## src/rtl/axi_lite_reg_bridge_if.sv

```systemverilog
// AXI4-Lite subordinate-side bus bundle for the register bridge.
// master drives AW/W/AR and B/R ready; slave drives the rest.
interface axi_lite_reg_bridge_if #(
  parameter int AXI_AW = 12,
  parameter int REG_DW = 32
);
  logic [AXI_AW-1:0]   s_awaddr;
  logic                s_awvalid;
  logic                s_awready;
  logic [REG_DW-1:0]   s_wdata;
  logic [REG_DW/8-1:0] s_wstrb;
  logic                s_wvalid;
  logic                s_wready;
  logic [1:0]          s_bresp;
  logic                s_bvalid;
  logic                s_bready;
  logic [AXI_AW-1:0]   s_araddr;
  logic                s_arvalid;
  logic                s_arready;
  logic [REG_DW-1:0]   s_rdata;
  logic [1:0]          s_rresp;
  logic                s_rvalid;
  logic                s_rready;

  modport master (
    output s_awaddr, s_awvalid,
    input  s_awready,
    output s_wdata, s_wstrb, s_wvalid,
    input  s_wready,
    input  s_bresp, s_bvalid,
    output s_bready,
    output s_araddr, s_arvalid,
    input  s_arready,
    input  s_rdata, s_rresp, s_rvalid,
    output s_rready
  );

  modport slave (
    input  s_awaddr, s_awvalid,
    output s_awready,
    input  s_wdata, s_wstrb, s_wvalid,
    output s_wready,
    output s_bresp, s_bvalid,
    input  s_bready,
    input  s_araddr, s_arvalid,
    output s_arready,
    output s_rdata, s_rresp, s_rvalid,
    input  s_rready
  );
endinterface

```

## src/rtl/axi_lite_reg_bridge.sv

```systemverilog
// AXI4-Lite to CSR register-bus bridge: one-entry AW/W/AR buffers,
// round-robin grant, single-cycle reg_write/reg_read strobes.
// Ports: clk, arst_n, s (AXI slave modport), reg_addr/reg_wdata/
// reg_write/reg_read out, reg_rdata/access_violation in.
module axi_lite_reg_bridge #(
  parameter int REG_DW = 32,
  parameter int REG_AW = 4,
  parameter int AXI_AW = 12
) (
  input  logic              clk,
  input  logic              arst_n,
  axi_lite_reg_bridge_if.slave s,
  output logic [REG_AW-1:0] reg_addr,
  output logic [REG_DW-1:0] reg_wdata,
  output logic              reg_write,
  output logic              reg_read,
  input  logic [REG_DW-1:0] reg_rdata,
  input  logic [1:0]        access_violation
);

  localparam int SW = REG_DW / 8;
  localparam int WW = AXI_AW - 2;

  localparam logic [1:0] OKAY   = 2'b00;
  localparam logic [1:0] SLVERR = 2'b10;
  localparam logic [1:0] DECERR = 2'b11;

  typedef enum logic [2:0] {
    IDLE,
    WR_ACC,
    WR_RESP,
    RD_ACC,
    RD_RESP
  } state_e;

  function automatic logic [1:0] map_viol(input logic [1:0] v);
    logic [1:0] r;
    unique case (v)
      2'd0:    r = OKAY;
      2'd1:    r = SLVERR;
      2'd2:    r = SLVERR;
      default: r = DECERR;
    endcase
    return r;
  endfunction

  state_e state_q, state_d;

  logic run_q, run_d;

  logic          aw_full_q, aw_full_d;
  logic [WW-1:0] aw_word_q, aw_word_d;
  logic          w_full_q, w_full_d;
  logic [REG_DW-1:0] wdata_q, wdata_d;
  logic [SW-1:0] wstrb_q, wstrb_d;
  logic          ar_full_q, ar_full_d;
  logic [WW-1:0] ar_word_q, ar_word_d;

  logic       wr_req_q, wr_req_d;
  logic [1:0] wr_err_q, wr_err_d;
  logic       rd_req_q, rd_req_d;
  logic [1:0] rd_err_q, rd_err_d;
  logic       rr_q, rr_d;

  logic [REG_AW-1:0] reg_addr_q, reg_addr_d;
  logic [REG_DW-1:0] reg_wdata_q, reg_wdata_d;
  logic reg_write_q, reg_write_d;
  logic reg_read_q, reg_read_d;

  logic       bvalid_q, bvalid_d;
  logic [1:0] bresp_q, bresp_d;
  logic       rvalid_q, rvalid_d;
  logic [1:0] rresp_q, rresp_d;
  logic [REG_DW-1:0] rdata_q, rdata_d;

  logic awready, wready, arready;
  logic aw_hs, w_hs, ar_hs, b_hs, r_hs;
  logic grant_wr, grant_rd;

  // readies stay low while in reset and come up one edge later
  assign awready = run_q & ~aw_full_q;
  assign wready  = run_q & ~w_full_q;
  assign arready = run_q & ~ar_full_q;

  assign aw_hs = s.s_awvalid & awready;
  assign w_hs  = s.s_wvalid & wready;
  assign ar_hs = s.s_arvalid & arready;
  assign b_hs  = bvalid_q & s.s_bready;
  assign r_hs  = rvalid_q & s.s_rready;

  assign grant_wr = wr_req_q & (~rd_req_q | ~rr_q);
  assign grant_rd = rd_req_q & ~grant_wr;

  always_comb begin
    state_d     = state_q;
    run_d       = 1'b1;
    aw_full_d   = aw_full_q;
    aw_word_d   = aw_word_q;
    w_full_d    = w_full_q;
    wdata_d     = wdata_q;
    wstrb_d     = wstrb_q;
    ar_full_d   = ar_full_q;
    ar_word_d   = ar_word_q;
    rr_d        = rr_q;
    reg_addr_d  = reg_addr_q;
    reg_wdata_d = reg_wdata_q;
    reg_write_d = 1'b0;
    reg_read_d  = 1'b0;
    bvalid_d    = bvalid_q;
    bresp_d     = bresp_q;
    rvalid_d    = rvalid_q;
    rresp_d     = rresp_q;
    rdata_d     = rdata_q;

    if (aw_hs) begin
      aw_full_d = 1'b1;
      aw_word_d = s.s_awaddr[AXI_AW-1:2];
    end
    if (w_hs) begin
      w_full_d = 1'b1;
      wdata_d  = s.s_wdata;
      wstrb_d  = s.s_wstrb;
    end
    if (ar_hs) begin
      ar_full_d = 1'b1;
      ar_word_d = s.s_araddr[AXI_AW-1:2];
    end
    if (b_hs) begin
      aw_full_d = 1'b0;
      w_full_d  = 1'b0;
    end
    if (r_hs) begin
      ar_full_d = 1'b0;
    end

    // request/decode stage: local checks are registered ahead of
    // the grant; the drop on b_hs/r_hs keeps a stale request from
    // surviving the buffer release
    wr_req_d = aw_full_q & w_full_q & ~b_hs;
    rd_req_d = ar_full_q & ~r_hs;

    if (|aw_word_q[WW-1:REG_AW]) begin
      wr_err_d = DECERR;
    end else if (wstrb_q != '1) begin
      wr_err_d = SLVERR;
    end else begin
      wr_err_d = OKAY;
    end
    rd_err_d = (|ar_word_q[WW-1:REG_AW]) ? DECERR : OKAY;

    unique case (state_q)
      IDLE: begin
        if (grant_wr) begin
          state_d = WR_ACC;
          rr_d    = ~rr_q;
          if (wr_err_q == OKAY) begin
            reg_write_d = 1'b1;
            reg_addr_d  = aw_word_q[REG_AW-1:0];
            reg_wdata_d = wdata_q;
          end
        end else if (grant_rd) begin
          state_d = RD_ACC;
          rr_d    = ~rr_q;
          if (rd_err_q == OKAY) begin
            reg_read_d = 1'b1;
            reg_addr_d = ar_word_q[REG_AW-1:0];
          end
        end
      end
      WR_ACC: begin
        state_d  = WR_RESP;
        bvalid_d = 1'b1;
        bresp_d  = reg_write_q ? map_viol(access_violation)
                               : wr_err_q;
      end
      WR_RESP: begin
        if (b_hs) begin
          state_d  = IDLE;
          bvalid_d = 1'b0;
        end
      end
      RD_ACC: begin
        state_d  = RD_RESP;
        rvalid_d = 1'b1;
        if (reg_read_q) begin
          rresp_d = map_viol(access_violation);
          rdata_d = (access_violation == 2'd0) ? reg_rdata : '0;
        end else begin
          rresp_d = rd_err_q;
          rdata_d = '0;
        end
      end
      RD_RESP: begin
        if (r_hs) begin
          state_d  = IDLE;
          rvalid_d = 1'b0;
        end
      end
      default: state_d = IDLE;
    endcase
  end

  always_ff @(posedge clk or negedge arst_n) begin
    if (!arst_n) begin
      state_q     <= IDLE;
      run_q       <= 1'b0;
      aw_full_q   <= 1'b0;
      aw_word_q   <= '0;
      w_full_q    <= 1'b0;
      wdata_q     <= '0;
      wstrb_q     <= '0;
      ar_full_q   <= 1'b0;
      ar_word_q   <= '0;
      wr_req_q    <= 1'b0;
      wr_err_q    <= OKAY;
      rd_req_q    <= 1'b0;
      rd_err_q    <= OKAY;
      rr_q        <= 1'b0;
      reg_addr_q  <= '0;
      reg_wdata_q <= '0;
      reg_write_q <= 1'b0;
      reg_read_q  <= 1'b0;
      bvalid_q    <= 1'b0;
      bresp_q     <= OKAY;
      rvalid_q    <= 1'b0;
      rresp_q     <= OKAY;
      rdata_q     <= '0;
    end else begin
      state_q     <= state_d;
      run_q       <= run_d;
      aw_full_q   <= aw_full_d;
      aw_word_q   <= aw_word_d;
      w_full_q    <= w_full_d;
      wdata_q     <= wdata_d;
      wstrb_q     <= wstrb_d;
      ar_full_q   <= ar_full_d;
      ar_word_q   <= ar_word_d;
      wr_req_q    <= wr_req_d;
      wr_err_q    <= wr_err_d;
      rd_req_q    <= rd_req_d;
      rd_err_q    <= rd_err_d;
      rr_q        <= rr_d;
      reg_addr_q  <= reg_addr_d;
      reg_wdata_q <= reg_wdata_d;
      reg_write_q <= reg_write_d;
      reg_read_q  <= reg_read_d;
      bvalid_q    <= bvalid_d;
      bresp_q     <= bresp_d;
      rvalid_q    <= rvalid_d;
      rresp_q     <= rresp_d;
      rdata_q     <= rdata_d;
    end
  end

  assign s.s_awready = awready;
  assign s.s_wready  = wready;
  assign s.s_arready = arready;
  assign s.s_bvalid  = bvalid_q;
  assign s.s_bresp   = bresp_q;
  assign s.s_rvalid  = rvalid_q;
  assign s.s_rresp   = rresp_q;
  assign s.s_rdata   = rdata_q;

  assign reg_addr  = reg_addr_q;
  assign reg_wdata = reg_wdata_q;
  assign reg_write = reg_write_q;
  assign reg_read  = reg_read_q;

endmodule
```

## src/flat_wrapper.sv

```systemverilog
// flat-port wrapper written by rule: the top's interface ports become plain ports
module axi_lite_reg_bridge_flat 
#(
  parameter int REG_DW = 32,
  parameter int REG_AW = 4,
  parameter int AXI_AW = 12
)
  (clk, arst_n, reg_addr, reg_wdata, reg_write, reg_read, reg_rdata, access_violation, s_s_awaddr, s_s_awvalid, s_s_awready, s_s_wdata, s_s_wstrb, s_s_wvalid, s_s_wready, s_s_bresp, s_s_bvalid, s_s_bready, s_s_araddr, s_s_arvalid, s_s_arready, s_s_rdata, s_s_rresp, s_s_rvalid, s_s_rready);
  axi_lite_reg_bridge_if #(.AXI_AW(AXI_AW), .REG_DW(REG_DW)) s_i ();
  input  logic clk;
  input  logic arst_n;
  output logic [REG_AW-1:0] reg_addr;
  output logic [REG_DW-1:0] reg_wdata;
  output logic reg_write;
  output logic reg_read;
  input  logic [REG_DW-1:0] reg_rdata;
  input  logic [1:0] access_violation;
  input wire logic [$bits(s_i.s_awaddr)-1:0] s_s_awaddr;
  input wire logic [$bits(s_i.s_awvalid)-1:0] s_s_awvalid;
  output wire logic [$bits(s_i.s_awready)-1:0] s_s_awready;
  input wire logic [$bits(s_i.s_wdata)-1:0] s_s_wdata;
  input wire logic [$bits(s_i.s_wstrb)-1:0] s_s_wstrb;
  input wire logic [$bits(s_i.s_wvalid)-1:0] s_s_wvalid;
  output wire logic [$bits(s_i.s_wready)-1:0] s_s_wready;
  output wire logic [$bits(s_i.s_bresp)-1:0] s_s_bresp;
  output wire logic [$bits(s_i.s_bvalid)-1:0] s_s_bvalid;
  input wire logic [$bits(s_i.s_bready)-1:0] s_s_bready;
  input wire logic [$bits(s_i.s_araddr)-1:0] s_s_araddr;
  input wire logic [$bits(s_i.s_arvalid)-1:0] s_s_arvalid;
  output wire logic [$bits(s_i.s_arready)-1:0] s_s_arready;
  output wire logic [$bits(s_i.s_rdata)-1:0] s_s_rdata;
  output wire logic [$bits(s_i.s_rresp)-1:0] s_s_rresp;
  output wire logic [$bits(s_i.s_rvalid)-1:0] s_s_rvalid;
  input wire logic [$bits(s_i.s_rready)-1:0] s_s_rready;
  assign s_i.s_awaddr = s_s_awaddr;
  assign s_i.s_awvalid = s_s_awvalid;
  assign s_s_awready = s_i.s_awready;
  assign s_i.s_wdata = s_s_wdata;
  assign s_i.s_wstrb = s_s_wstrb;
  assign s_i.s_wvalid = s_s_wvalid;
  assign s_s_wready = s_i.s_wready;
  assign s_s_bresp = s_i.s_bresp;
  assign s_s_bvalid = s_i.s_bvalid;
  assign s_i.s_bready = s_s_bready;
  assign s_i.s_araddr = s_s_araddr;
  assign s_i.s_arvalid = s_s_arvalid;
  assign s_s_arready = s_i.s_arready;
  assign s_s_rdata = s_i.s_rdata;
  assign s_s_rresp = s_i.s_rresp;
  assign s_s_rvalid = s_i.s_rvalid;
  assign s_i.s_rready = s_s_rready;
  axi_lite_reg_bridge #(.REG_DW(REG_DW), .REG_AW(REG_AW), .AXI_AW(AXI_AW)) u_core (.clk(clk), .arst_n(arst_n), .s(s_i), .reg_addr(reg_addr), .reg_wdata(reg_wdata), .reg_write(reg_write), .reg_read(reg_read), .reg_rdata(reg_rdata), .access_violation(access_violation));
endmodule
```

## config.mk

```make
export PLATFORM = sky130hd
export DESIGN_NAME = axi_lite_reg_bridge_flat
export DESIGN_NICKNAME = d
export VERILOG_FILES = /design/src/rtl/axi_lite_reg_bridge_if.sv /design/src/rtl/axi_lite_reg_bridge.sv /design/src/flat_wrapper.sv
export SDC_FILE = /design/constraint.sdc
export NUM_CORES = 1
export LEC_CHECK = 0
export ABC_AREA = 1
export BUFFER_PORTS_ARGS = -buffer_cell sky130_fd_sc_hd__buf_2
export CORE_MARGIN = 2
export CORE_UTILIZATION = 57
export CTS_BUF_LIST = sky130_fd_sc_hd__clkbuf_2
export CTS_CLUSTER_SIZE = 10
export DETAILED_ROUTE_END_ITERATION = 12
export PLACE_DENSITY = 0.95
export SLEW_MARGIN = 40
export SYNTH_ARGS = -nofsm -noshare
export SYNTH_HDL_FRONTEND = slang
export SYNTH_SLANG_ARGS = --single-unit
```

## constraint.sdc

```tcl
create_clock -name clk -period 2.9 [get_ports clk]
set_input_delay 0.145 -clock clk [delete_from_list [all_inputs] [get_ports clk]]
set_output_delay 0.145 -clock clk [all_outputs]
set_load 0.03 [all_outputs]
```

==> reports/metrics.yaml, run 1 <==
status: "finished clean"
grt-ovfl-total: 0
path_max_fanout: 17
ant_nets: 0
cts-root-buf: "clkbuf_2"
start_util: 0.589
rows: 36
path_clk_slew_ns: 0.21
period_needed_ns: 2.53
hold_class: "input port to asynchronous set/reset pin"
critPathLaunchType: "register"
drc: 0
syn_area_per_cell_sq_um: 8.95
wl_per_cell_microns: 18.6
clock_tree.htree_level_count: 4
syn_nets: 747
coreArea_sq_um: 9820
vias: 6259
internal_power_w: 0.00386
grt_first_pass_wirelength_microns: 33100
p_seq_frac: 0.469
syn_to_final_growth_pct: 46.4
reg2reg_slack_ns: 0.37
antenna_found_initial: 0
cts_made_buffers: 17
die_h_microns: 105
p_clk_frac: 0.131
hpwl_microns: 9400
firstDrtPassIters: 6
ys_ff_latch: 145
cts_resized: 0
path_class: "register to register"
ir_drop_mv: 0.447
drive_gt1_frac: 0.228
die_w_microns: 105
pin_count: 180
grt_max_degree: 78
crit_path_end_kind: "register"
clk_path_buf_depth: 2
finalHoldViolCount: 0
final_core_util: 0.862
p_leak_nw: 4.64
sw_frac_of_total: 0.434
drv_cap: 0
grt_setup_unrepaired: "false"
min_period_over_period: 0.874
netlist_area_sq_um: 5780
max_freq_mhz: 395
clock_latency_ns: 0.69
viasPerCell: 5.60
synthDistinctLibCells: 25
cp.arrival_ns: 3.13
gp_congestion: 0.832
io_buffers: 175
finalSetupViolations: 0
p_switching_w: 0.00296
drt_iter0_markers: 576
fin_tns_setup_ns: 0
drt-total-wl_microns: 20800
slew_violations: 0
die_area_sq_um: 11000
cts_tree: "built"
layout.nets: 1076
slew-limit-headroom: 0.528
pwr-share-comb: 0.399
cts_sinks: 145
netlist_instances: 646
cp.required_ns: 3.49
fin_worst_skew_ns: 0.0408
worstMarginPinSlew_ns: 0.708
power_per_cell_area_nw_per_um2: 806
ys_warn_count: 0
synth-seq-area-share: 0.628
nFillCells: 481
grt_usage: 0.390
grt_pass1_vias: 6506
num_antenna_cells: 0
[worst paths after layout]
path,from,to,cells after the start
setup / recovery,u_core.aw_full_q,u_core.aw_word_q[5],6
hold / removal,arst_n,u_core.s.s_rdata[24],2
setup reg to reg,u_core.aw_full_q,u_core.aw_word_q[5],6
hold reg to reg,u_core.reg_addr[0],u_core.reg_addr[0],2
max in group asynchronous,arst_n,u_core.ar_word_q[4],3
min in group clk,s_s_wvalid,u_core.wdata_q[6],4
[final cells by class]
type                            count  area (sq um)  share of cell area
Inverter                           22          83.8             0.00991
Multi-Input combinational cell    448          1900               0.225
Tap cell                          133           166              0.0197
Clock inverter                     10          48.8             0.00577
Timing Repair Buffer              341          2540               0.300
Sequential cell                   145          3630               0.429
Clock buffer                       19          95.1              0.0112
[Yosys cell counts]
library cell | number | share of area
nor2_2 | 1 | 0.0011
nand2_4 | 1 | 0.0019
nor3_1 | 5 | 0.0043
nor2_1 | 17 | 0.011
conb_1 | 1 | 0.00065
nand4_1 | 2 | 0.0022
buf_1 | 1 | 0.00065
nand2_2 | 2 | 0.0022
a21oi_1 | 14 | 0.012
buf_6 | 3 | 0.0058
dfrtp_1 | 145 | 0.63
clkinv_2 | 1 | 0.00086
xor2_1 | 1 | 0.0015
nor2_4 | 3 | 0.0058
or2_2 | 1 | 0.0011
inv_2 | 3 | 0.0019
buf_2 | 17 | 0.015
clkbuf_1 | 7 | 0.0045
nor4_1 | 1 | 0.0011
a21oi_2 | 2 | 0.0030
nand2_1 | 294 | 0.19
buf_4 | 3 | 0.0039
o21ai_0 | 8 | 0.0069
nand3_1 | 95 | 0.082
inv_1 | 18 | 0.012
[registers in the layout, indices dropped and copies added (netlist names), 2 cells and up]
register / count
u_core.state_q: 3
u_core.aw_word_q: 10
u_core.reg_wdata: 32
u_core.wr_err_q: 2
u_core.reg_addr: 4
u_core.wdata_q: 32
u_core.s.s_rdata: 32
u_core.s.s_rresp: 2
u_core.wstrb_q: 4
u_core.ar_word_q: 10
u_core.s.s_bresp: 2
[logic make-up after synthesis]
family,synth area share
AOI/OAI and AO/OA,0.0221
xor gates and xnor gates,0.00152
buffers and inverters,0.0442
DFF,0.628
other,0.000649
and+or+nand+nor,0.304
[through the flow]
| step | instance area [sq um] | total power, W | hold WS [ns] | setup slack (ns) | cells |
|---|---|---|---|---|---|
| after global routing | 8460 | 0.00715 | 0.0452 | 0.224 | 1118 |
| after global placement | 6740 | 0.00522 | 0.209 | 1.16 | 931 |
| after CTS | 8460 | 0.00652 | 0.00188 | 0.555 | 1118 |
| after floorplan | 5780 | 0.00440 | -0.151 | 1.56 | 646 |
| after detailed placement | 6740 | 0.00535 | 0.210 | 1.11 | 931 |
| final | 8460 | 0.00682 | 0.0451 | 0.367 | 1118 |
[cells in the final DEF (no fill, tap or decap), drive strengths merged]
cell / synthesis / layout
buf: 24 / 183
dlygate4sd3: 0 / 158
a21oi: 16 / 16
clkinv: 1 / 10
nand3: 95 / 95
conb: 1 / 1
or2: 1 / 1
nand2: 297 / 297
nor2: 21 / 21
nand4: 2 / 2
xor2: 1 / 1
clkbuf: 7 / 19
nor3: 5 / 5
inv: 21 / 21
clkinvlp: 0 / 1
dfrtp: 145 / 145
nor4: 1 / 1
o21ai: 8 / 8
[repair_timing]
action,4_1_cts,5_1_grt
hold endpoints to repair,228,0
endpoints found under the setup margin,0,0
setup buffers,0,0
hold buffers,158,0
[power by group through the flow]
stage / combinational, W / sequential (W) / clock, W
5_1_grt: 0.00292 / 0.00325 / 0.000983
2_1_floorplan: 0.000931 / 0.00347 / 0
6_report: 0.00272 / 0.00320 / 0.000896
4_1_cts: 0.00253 / 0.00310 / 0.000880
3_3_place_gp: 0.00211 / 0.00311 / 0
3_5_place_dp: 0.00220 / 0.00315 / 0
[critical path, cell delays in order, from the launching register on]
cell and delay [ns]:
dfrtp_1 0.44, nor2_2 0.28, nand2_2 0.29, nor2_1 0.18
dlygate4sd3_1 0.60, a21oi_1 0.06, dlygate4sd3_1 0.59
[routing by layer]
layer | track usage | share of wire
met1 | 0.445 | 0.34
met2 | 0.658 | 0.50
met3 | 0.0986 | 0.096
met4 | 0.243 | 0.067
met5 | 0 | 0
Power figures use the tool's default switching activity.
==> inputs of run 2 (changes only) <==
CORE_UTILIZATION = 53   (was 57)
PLACE_DENSITY = 0.91   (was 0.95)
clock period = 2.5 ns   (was 2.9 ns; I/O delays follow)
==> reports/metrics.yaml, run 2 (synthesis results as in run 1) <==
start_util: 0.538
grt_setup_unrepaired: "false"
reg2reg_from: "u_core.run_q"
cts_made_buffers: 17
path_max_fanout: 17
finalSetupViolations: 0
drv_cap: 0
path_class: "register to register"
drc: 0
grt_usage: 0.359
hold_class: "input port to register"
io_buffers: 175
min_period_over_period: 0.952
die_area_sq_um: 11800
viasPerCell: 5.51
gp_congestion: 0.785
worstMarginPinSlew_ns: 0.595
antenna_found_initial: 2
rows: 38
reg2reg_depth: 7
rr_endpoint: "u_core.aw_word_q[0]"
cp-endpoint: "u_core.aw_word_q[0]"
clock_latency_ns: 0.67
slew-limit-headroom: 0.603
die_w_microns: 108
cts-root-buf: "clkbuf_2"
drt-total-wl_microns: 21100
layout_common_cells: "nand2_1 (294), dlygate4sd3_1 (190), buf_2 (174)"
wl_per_cell_microns: 18.1
ant_nets: 0
clk_path_buf_depth: 2
grt_first_pass_wirelength_microns: 31900
cts_sinks: 145
power_per_cell_area_nw_per_um2: 922
p_leak_nw: 4.75
critPathLaunchType: "register"
final_core_util: 0.831
fin_tns_setup_ns: 0
vias: 6418
period_needed_ns: 2.38
reg2reg_slack_ns: 0.12
coreArea_sq_um: 10700
clock_tree.htree_level_count: 4
path_clk_slew_ns: 0.22
grt_pass1_vias: 6378
syn_to_final_growth_pct: 54.5
drt_iter0_markers: 633
ir_drop_mv: 0.711
fin_worst_skew_ns: 0.0517
crit_path_end_kind: "register"
grt-ovfl-total: 0
status: "finished clean"
slew_violations: 0
layout.nets: 1110
crit_slowest_cell: "dlygate4sd3_1"
cts_setup_buffers: 0
hold_depth: 3
drive_gt1_frac: 0.227
crit_path_start: "u_core.run_q"
cts_tree: "built"
critPathMaxStageDelay_ns: 0.59
max_freq_mhz: 420
pin_count: 180
finalHoldViolCount: 0
hpwl_microns: 8910
final_common_cell: "nand2_1"
die_h_microns: 108
cp.arrival_ns: 2.95
critical_path.most_common_cell: "dlygate4sd3_1"
firstDrtPassIters: 9
grt_max_degree: 39
path_cells: "inv_1 > nor2_2 > nand2_4 > nor2_1 > dlygate4sd3_1 > a21oi_1 > dlygate4sd3_1"
cp.required_ns: 3.07
run 2: power breakdown:
group / leakage [nW] / internal [W] / total (W) / switching (W)
clock: 0.138 / 0.000467 / 0.00138 / 0.000909
sequential: 1.86 / 0.00315 / 0.00369 / 0.000544
combinational: 2.75 / 0.00111 / 0.00316 / 0.00205
run 2: worst min-delay path by stage:
| stage | start | end |
|---|---|---|
| after floorplan | arst_n | u_core.ar_full_q |
| after global placement | arst_n | u_core.s.s_rdata[21] |
| after detailed placement | arst_n | u_core.s.s_rdata[21] |
| after CTS | s_s_arvalid | u_core.ar_full_q |
| after global routing | s_s_arvalid | u_core.ar_word_q[1] |
| final | s_s_arvalid | u_core.ar_full_q |
run 2: cell type report:
cell class / count / area [sq um]
flip-flops and latches: 145 / 3630
repair buffers: 375 / 2880
multi-input cells: 448 / 1910
fillers: 524 / 1810
well taps: 140 / 175
clock inverters: 14 / 154
clock buffers: 17 / 85.1
inverters: 22 / 85.1
diodes: 4 / 10.0
run 2: what timing repair did:
item | CTS | global route
setup endpoints to repair | 0 | 6
hold buffers | 191 | 0
gates resized for setup | 0 | 2
endpoints found under the hold margin | 246 | 0
run 2: layer usage:
layer,vias up,track usage,wire (microns)
met1,3074,0.408,7640
met3,114,0.0928,1900
li1,2773,-,-
met2,457,0.617,10500
met5,-,0,0
met4,0,0.199,1110
run 2: worst max-delay path, delay by kind of cell (launching register included):
kind | cells | cell delay [ns]
compound gates | 1 | 0.04
simple gates | 3 | 0.65
buf+inv | 3 | 1.24
flops | 1 | 0.37
run 2: per-stage QoR:
step	instance area [sq um]	hold slack (ns)	power (W)	worst slack (ns)	cells
2_1_floorplan	5780	-0.171	0.00510	1.16	646
3_3_place_gp	6750	0.165	0.00606	0.711	939
3_5_place_dp	6750	0.168	0.00617	0.632	939
4_1_cts	8910	0.0153	0.00789	0.201	1161
5_1_grt	8930	0.0857	0.00866	0.00375	1163
6_report	8930	0.0976	0.00823	0.119	1165
